File: config.mk
export PLATFORM = sky130hd
export DESIGN_NAME = fifo_stream_reader
export DESIGN_NICKNAME = d
export VERILOG_FILES = /design/src/rtl/fifo_stream_reader_pkg.sv /design/src/rtl/fifo_stream_reader_skid.sv /design/src/rtl/fifo_stream_reader.sv
export SDC_FILE = /design/constraint.sdc
export NUM_CORES = 1
export LEC_CHECK = 0
export BUFFER_PORTS_ARGS = -buffer_cell sky130_fd_sc_hd__buf_4
export CORE_AREA = 2 2 71 53
export DETAILED_ROUTE_END_ITERATION = 8
export DIE_AREA = 0 0 73 55
export GPL_TIMING_DRIVEN = 0
export PLACE_DENSITY = 0.67
export SETUP_SLACK_MARGIN = 0.1
export SYNTH_ARGS = -nofsm -noshare
export SYNTH_HDL_FRONTEND = slang
export SYNTH_SLANG_ARGS = --single-unit
File: constraint.sdc
create_clock -name clk -period 2.6 [get_ports clk]
set_clock_uncertainty 0.05 [all_clocks]
set_input_delay 0 -clock clk [delete_from_list [all_inputs] [get_ports clk]]
set_output_delay 0 -clock clk [all_outputs]
set_load 0.02 [all_outputs]
File: src/rtl/fifo_stream_reader_pkg.sv
// Shared constants for fifo_stream_reader: legal read-latency bounds and stats counter width.
package fifo_stream_reader_pkg;

  localparam int unsigned RDL_MIN = 1;
  localparam int unsigned RDL_MAX = 4;
  localparam int unsigned STATS_W = 32;

  function automatic logic [STATS_W-1:0] sat_inc(input logic [STATS_W-1:0] v);
    return (v == '1) ? v : v + 1'b1;
  endfunction

endpackage

File: src/rtl/fifo_stream_reader_skid.sv
// skid_ring_buffer: circular buffer with wrapping read/write pointers and an occupancy counter.
// head_o reads storage directly, so there is no path from push_data_i to head_o.
module skid_ring_buffer #(
  parameter int unsigned WIDTH      = 8,
  parameter int unsigned SKID_DEPTH = 3
) (
  input  logic                            clk,
  input  logic                            rst_n,
  input  logic                            push_i,
  input  logic [WIDTH-1:0]                push_data_i,
  input  logic                            pop_i,
  output logic [WIDTH-1:0]                head_o,
  output logic [$clog2(SKID_DEPTH+1)-1:0] occupancy_o
);

  localparam int unsigned CNT_W = $clog2(SKID_DEPTH + 1);
  localparam int unsigned PTR_W = (SKID_DEPTH > 1) ? $clog2(SKID_DEPTH) : 1;

  logic [WIDTH-1:0] mem_q [SKID_DEPTH];
  logic [PTR_W-1:0] wr_ptr_q, wr_ptr_d;
  logic [PTR_W-1:0] rd_ptr_q, rd_ptr_d;
  logic [CNT_W-1:0] count_q, count_d;
  logic             do_pop;

  function automatic logic [PTR_W-1:0] ptr_inc(input logic [PTR_W-1:0] p);
    return (p == PTR_W'(SKID_DEPTH - 1)) ? '0 : p + 1'b1;
  endfunction

  always_comb begin
    do_pop   = pop_i && (count_q != '0);
    wr_ptr_d = push_i ? ptr_inc(wr_ptr_q) : wr_ptr_q;
    rd_ptr_d = do_pop ? ptr_inc(rd_ptr_q) : rd_ptr_q;
    count_d  = count_q;
    if (push_i && !do_pop) begin
      count_d = count_q + 1'b1;
    end else if (!push_i && do_pop) begin
      count_d = count_q - 1'b1;
    end
  end

  always_ff @(posedge clk or negedge rst_n) begin
    if (!rst_n) begin
      mem_q    <= '{default: '0};
      wr_ptr_q <= '0;
      rd_ptr_q <= '0;
      count_q  <= '0;
    end else begin
      if (push_i) begin
        mem_q[wr_ptr_q] <= push_data_i;
      end
      wr_ptr_q <= wr_ptr_d;
      rd_ptr_q <= rd_ptr_d;
      count_q  <= count_d;
    end
  end

  assign head_o      = mem_q[rd_ptr_q];
  assign occupancy_o = count_q;

  // A push into a full buffer is only legal when the head leaves in the same cycle.
  overflow_chk : assert property (@(posedge clk) disable iff (!rst_n)
    !(push_i && !pop_i && (count_q == CNT_W'(SKID_DEPTH))))
    else $error("skid_ring_buffer: capture into full buffer");

endmodule

File: src/rtl/fifo_stream_reader.sv
// Streams words out of a fixed-read-latency upstream FIFO into a valid/ready interface.
// Optional FIFO_STREAM_READER_STATS_EN adds word_count / stall_count outputs.
module fifo_stream_reader
  import fifo_stream_reader_pkg::*;
#(
  parameter int unsigned WIDTH             = 8,
  parameter int unsigned READ_DATA_LATENCY = 2,
  parameter int unsigned SKID_DEPTH        = READ_DATA_LATENCY + 1
) (
  input  logic               clk,
  input  logic               rst_n,
  input  logic               may_pop,
  output logic               pop,
  input  logic [WIDTH-1:0]   pop_data,
  output logic               out_valid,
  input  logic               out_ready,
  output logic [WIDTH-1:0]   out_data,
  output logic               idle
`ifdef FIFO_STREAM_READER_STATS_EN
  ,
  output logic [STATS_W-1:0] word_count,
  output logic [STATS_W-1:0] stall_count
`endif
);

  localparam int unsigned CNT_W = $clog2(SKID_DEPTH + 1);
  localparam int unsigned SUM_W = CNT_W + 1;

  if ((READ_DATA_LATENCY < RDL_MIN) || (READ_DATA_LATENCY > RDL_MAX)) begin : g_bad_latency
    $error("fifo_stream_reader: READ_DATA_LATENCY out of range");
  end
  if (SKID_DEPTH < READ_DATA_LATENCY + 1) begin : g_bad_depth
    $error("fifo_stream_reader: SKID_DEPTH must be at least READ_DATA_LATENCY+1");
  end

  logic [READ_DATA_LATENCY-1:0] sreg_q, sreg_d;
  logic                         started_q;
  logic [CNT_W-1:0]             occ;
  logic [SUM_W-1:0]             committed;
  logic                         xfer;
  logic                         capture;

  assign out_valid = (occ != '0);
  assign xfer      = out_valid && out_ready;
  assign capture   = sreg_q[READ_DATA_LATENCY-1];
  assign idle      = (sreg_q == '0) && (occ == '0);

  // Every in-flight pop already owns a slot, including the one landing this cycle.
  always_comb begin
    committed = SUM_W'(occ) - SUM_W'(xfer) + SUM_W'($countones(sreg_q));
    pop       = started_q && may_pop && (committed < SUM_W'(SKID_DEPTH));
    sreg_d    = sreg_q << 1;
    sreg_d[0] = pop;
  end

  always_ff @(posedge clk or negedge rst_n) begin
    if (!rst_n) begin
      started_q <= 1'b0;
      sreg_q    <= '0;
    end else begin
      started_q <= 1'b1;
      sreg_q    <= sreg_d;
    end
  end

  skid_ring_buffer #(
    .WIDTH      (WIDTH),
    .SKID_DEPTH (SKID_DEPTH)
  ) u_skid (
    .clk         (clk),
    .rst_n       (rst_n),
    .push_i      (capture),
    .push_data_i (pop_data),
    .pop_i       (xfer),
    .head_o      (out_data),
    .occupancy_o (occ)
  );

`ifdef FIFO_STREAM_READER_STATS_EN
  logic [STATS_W-1:0] word_cnt_q;
  logic [STATS_W-1:0] stall_cnt_q;

  always_ff @(posedge clk or negedge rst_n) begin
    if (!rst_n) begin
      word_cnt_q  <= '0;
      stall_cnt_q <= '0;
    end else begin
      if (xfer) begin
        word_cnt_q <= sat_inc(word_cnt_q);
      end
      if (out_valid && !out_ready) begin
        stall_cnt_q <= sat_inc(stall_cnt_q);
      end
    end
  end

  assign word_count  = word_cnt_q;
  assign stall_count = stall_cnt_q;
`endif

endmodule

== Word level (Yosys, flattened, before mapping) ==
Cells that the tools add are included.

* $add $sub $neg: 7
* Magnitude comparators: 4
* Equality and inequality tests: 2
* Muxes and demuxes: 10
* Bitwise operators: 2
* Reduce and logical (&&, ||, !) cells: 14

{| class="wikitable"
|+ Operators by type and width
! cell !! count
|-
| 24-bit bitwise mux || 1
|-
| 8-bit two-way mux || 3
|-
| 8-bit binary-select mux with 2-bit select || 1
|-
| 8-bit demux with 2-bit select || 1
|-
| 1-bit logical AND || 8
|-
| 2-bit two-way mux || 4
|-
| 2-bit by 1-bit adder with 2-bit output, second input constant || 3
|-
| 3-bit >= comparator, second input constant || 2
|-
| 2-bit inverter with 3-bit output || 2
|-
| 2-bit == test, second input constant || 2
|-
| 2-bit logical NOT || 2
|-
| 2-bit nonzero test || 2
|-
| 3-bit by 2-bit adder with 3-bit output || 1
|-
| 3-bit by 1-bit < comparator with 1-bit output, second input constant || 1
|-
| 3-bit by 2-bit < comparator with 1-bit output, second input constant || 1
|-
| 2-bit by 1-bit subtractor with 3-bit output || 1
|-
| 1-bit by 1-bit adder with 2-bit output || 1
|-
| 1-bit logical NOT || 2
|-
| 2-bit by 1-bit subtractor with 2-bit output, second input constant || 1
|}

* Bits in registers: 33

== Depth between registers and ports, before layout ==
* Depth in word-level cells: 6
* Depth in mapped cells: 7
* Mapped depth without buffers: 7

== Modules after synthesis ==
Synthesis repeated with hierarchy kept, for this count alone.

* Cells, all modules: 119
* Area total of the unflattened synthesis: 1,519.0 um^2

{| class="wikitable"
|+ By module, submodules not included
! module !! times used !! cells an instance !! area each (um^2) !! seq. area each (um^2)
|-
| skid_ring_buffer || 1 || 99 || 1,313.8 || 750.7
|-
| fifo_stream_reader || 1 || 20 || 205.2 || 75.1
|}

== Worst setup path after synthesis ==
OpenSTA, ideal clock, no wires.

* Path kind: reg2reg
* From: register u_skid.count_q[0], in the netlist u_skid.occupancy_o[0]
* To: register sreg_q[0]
* Library setup time: 0.185 ns
* Arrival: 2.467 ns
* Setup slack: -0.102 ns
* Stages on the path, launching flop included: 8
* Path buffers: 0
* Clock period less this slack: 2.702 ns
* Cell sequence: dfrtp_1 -> o21ai_1 -> ha_1 -> fa_1 -> inv_1 -> fa_1 -> nor2b_1 -> nor3_1

* Cells in the longest elaborated chain, start to end: 6

{| class="wikitable"
|+ Ends and longest elaborated chain
! what !! RTL line !! source
|-
| start: declaration || fifo_stream_reader_skid.sv:22 || <nowiki>logic [CNT_W-1:0] count_q, count_d;</nowiki>
|-
| start signal: assignment || fifo_stream_reader_skid.sv:53 || <nowiki>count_q <= count_d;</nowiki>
|-
| 2-bit nonzero test || fifo_stream_reader.sv:43 || <nowiki>assign out_valid = (occ != '0);</nowiki>
|-
| 1-bit logical AND || fifo_stream_reader.sv:44 || <nowiki>assign xfer = out_valid && out_ready;</nowiki>
|-
| 2-bit by 1-bit subtractor with 3-bit output * || fifo_stream_reader.sv:50 || <nowiki>committed = SUM_W'(occ) - SUM_W'(xfer) + SUM_W'($countones(sreg_q));</nowiki>
|-
| 3-bit by 2-bit adder with 3-bit output * || fifo_stream_reader.sv:50 ||
|-
| 3-bit by 2-bit < comparator with 1-bit output * || fifo_stream_reader.sv:51 || <nowiki>pop = started_q && may_pop && (committed < SUM_W'(SKID_DEPTH));</nowiki>
|-
| 1-bit logical AND * || fifo_stream_reader.sv:51 ||
|-
| via pop || fifo_stream_reader.sv:13 || <nowiki>output logic pop,</nowiki>
|-
| end signal: assignment || fifo_stream_reader.sv:62 || <nowiki>sreg_q <= sreg_d;</nowiki>
|-
| end: declaration || fifo_stream_reader.sv:36 || <nowiki>logic [READ_DATA_LATENCY-1:0] sreg_q, sreg_d;</nowiki>
|}

Mark *: on every way through the listed nets, which the timed path passes. The rest lies on a longest branch.
A chain may end at the register's enable or synchronous reset.

== Worst setup path after layout ==
* From: register u_skid.count_q[1], in the netlist u_skid.occupancy_o[1]
* To: output port pop

* Cells in the longest elaborated chain, start to end: 6

{| class="wikitable"
|+ Ends and longest elaborated chain
! what !! RTL line
|-
| 2-bit nonzero test || fifo_stream_reader.sv:43
|-
| 1-bit logical AND || fifo_stream_reader.sv:44
|-
| 2-bit by 1-bit subtractor with 3-bit output * || fifo_stream_reader.sv:50
|-
| 3-bit by 2-bit adder with 3-bit output * || fifo_stream_reader.sv:50
|-
| 3-bit by 2-bit < comparator with 1-bit output * || fifo_stream_reader.sv:51
|-
| 1-bit logical AND * || fifo_stream_reader.sv:51
|-
| end: declaration || fifo_stream_reader.sv:13
|}

Mark *: on every way between the ends. The rest lies on a longest branch, timed or not.

==> flow_summary.json <==
{
  "outcome": "complete, no violations",
  "grt_antenna_before_repair": 0,
  "die_y_um": 55,
  "clkLatencyLatePin_ps": 290,
  "syn_inst": 118,
  "finalSetupViolCount": 0,
  "cp-startpoint": "u_skid.occupancy_o[1]",
  "port_buffers": 22,
  "swShare_pct": 37.4,
  "drv_cap": 0,
  "critPathMaxStageDelay_ps": 420,
  "crit_buf_inv": 2,
  "relSlewSlack_pct": 65.0,
  "mostFrequentLayoutCells": "dfrtp_1, buf_4, mux2_2, nand2_1, dlygate4sd3_1",
  "power_switching_uw": 1010,
  "synth-warning-count": 0,
  "critPathTopFamily": "adder cells",
  "combPwrFrac_pct": 51.9,
  "critPathKind": "register to output pin",
  "synth_edf_count": 0,
  "fin_tns_setup_ps": 0,
  "drv_slew": 0,
  "peakVddDrop_uv": 697,
  "arrival_ps": 2410,
  "grt-ovfl-total": 0,
  "vias": 1008,
  "p_seq_share_pct": 34.2,
  "cellInternalPower_uw": 1700,
  "dp_hpwl_mm": 1.95,
  "grt_pass1_vias": 1019,
  "fin_ws_ps": 138,
  "cpMaxStageDelayCell": "fa_1",
  "ant_nets": 0,
  "drt-total-wl_mm": 3.07,
  "dp_cells": 180,
  "routabilityCongestion": 0.696,
  "path_cells": "o21ai_4 -> ha_4 -> fa_2 -> inv_1 -> fa_1 -> nor2b_4 -> nor3_2 -> buf_4",
  "hold_class": "primary input to asynchronous set/reset pin",
  "diodes": 0,
  "clkPwrFrac_pct": 13.9,
  "start_util_pct": 45.8,
  "synth.avg_cell_area_um2": 13.0,
  "final_common_cell": "dfrtp_1",
  "finalCritPeriodShare_pct": 94.7,
  "grt_pass1_wl_mm": 4.84,
  "clockBufferDepth": 2,
  "ys_async_sr_fraction_pct": 100,
  "dp_slack_ps": 94.3,
  "nFillCells": 284,
  "start_kind": "register",
  "seq_area_frac_synth_pct": 53.7,
  "syn-num-nets": 134,
  "rsz0062_at_grt": "true",
  "area_growth_pct": 32.2,
  "p_per_area_nw_per_um2": 1330,
  "ios": 23,
  "timing.fmax_mhz": 406,
  "h-tree-depth": 2,
  "ys_types": 25,
  "fp.dieW_um": 73,
  "worst_pin_slew_ps": 523,
  "dr.pass1.iters": 4,
  "drc": 0,
  "clock-root-buffer": "clkbuf_8",
  "wire_per_inst_um": 15.0,
  "drive_gt1_share_pct": 44.2,
  "hold_viol": 0,
  "core_area_um2": 3360,
  "synth_flop_cell": "dfrtp_1",
  "finalNonFillerCells": 205,
  "endpoint_kind": "output pin",
  "netlist_area_um2": 1540,
  "tritoncts": "done",
  "min_period_ps": 2460,
  "drt_iter0_drc": 31,
  "finalNetCount": 180,
  "placementRows": 18,
  "ys_seq_elements": 33,
  "cts.sink_count": 33,
  "grt_max_degree": 34,
  "viasPerCell": 4.92,
  "critical_path.max_fanout": 2,
  "power_leakage_uw": 0.000957,
  "rr_startpoint": "u_skid.occupancy_o[1]",
  "dieArea_um2": 4020,
  "globalRouteTotalUtil_pct": 17.5,
  "clkTransAtPathRegs_ps": 70,
  "cts_buffers": 5,
  "required_ps": 2550
}
==> registers in the layout, indices dropped and copies added (netlist names) <==
register	flops
u_skid.wr_ptr_q	2
u_skid.rd_ptr_q	2
u_skid.occupancy_o	2
sreg_q	2
started_q	1
u_skid.mem_q	24
==> power by group through the flow <==
stage / Sequential [µW] / Clock, µW / Combinational (µW)
2_1_floorplan: 884 / 0 / 877
3_3_place_gp: 907 / 0 / 1190
3_5_place_dp: 926 / 0 / 1230
4_1_cts: 923 / 385 / 1380
5_1_grt: 955 / 417 / 1520
6_report: 926 / 376 / 1400
==> layer usage <==
layer / part of all wire, % / global-route usage [%]
met1: 48 / 21.2
met2: 47 / 27.6
met3: 3.8 / 7.79
met4: 1.5 / 7.10
met5: 0 / 0
==> cell usage after synthesis, types with 2 or more instances <==
library cell   n  area, µm²
inv_1          6       22.5
xnor2_1        3       26.3
a21o_1         2       15.0
inv_2          2       7.51
mux2i_1        8       80.1
dfrtp_1       33        826
nand2_1       10       37.5
mux2_4         8        120
nor3_1         3       15.0
mux2_2        17        191
ha_1           2       25.0
fa_1           2       40.0
nor2b_1        2       12.5
o21ai_0        9       45.0
==> cell type report <==
type	instances	area (µm²)	area share (%)
timing repair buffer	39	318	15.7
sequential	33	827	40.7
tap	40	50.0	2.46
multi-input combinational	73	696	34.3
clock buffer	5	68.8	3.39
inverter	8	30.0	1.48
clock inverter	3	17.5	0.863
buffer	4	23.8	1.17
==> per-stage QoR <==
step	hold slack (ps)	power [µW]	util (%)	cell area (µm²)
after global routing	164	2900	60.5	2030
after global placement	-85.2	2090	52.3	1760
after detailed placement	-82.0	2160	52.3	1760
final	140	2710	60.5	2030
after floorplan	-346	1760	-	1540
after CTS	156	2690	60.1	2020
==> path summary, 6_finish.rpt <==
path,cells past startpoint,to,slack [ps]
worst max-delay path,8,pop,140
worst min-delay path,2,u_skid.rd_ptr_q[1],140
worst max register to register,8,sreg_q[0],410
worst min register to register,0,sreg_q[1],380
max in group asynchronous,2,u_skid.occupancy_o[0],2050
min in group clk,5,u_skid.occupancy_o[0],180
==> logic make-up (layout without fill, tap and decap cells) <==
family,after synthesis,in the layout,share of synthesized area [%]
AOI/OAI and AO/OA,12,12,4.23
xor gates and xnor gates,4,4,2.28
adders and majority gates,4,4,4.23
buffers and inverters,12,59,3.50
DFF,33,33,53.7
muxes,33,33,25.5
other,1,1,0.244
and+or+nand+nor,19,19,6.27
==> repair_timing <==
action	in CTS	in global routing
buffers inserted	5	2
setup endpoints to repair	1	1
hold endpoints to repair	58	0
resized for setup	7	0
pin swaps	4	3
hold buffers	10	0
No activity file was read; power rests on OpenSTA's default activity.
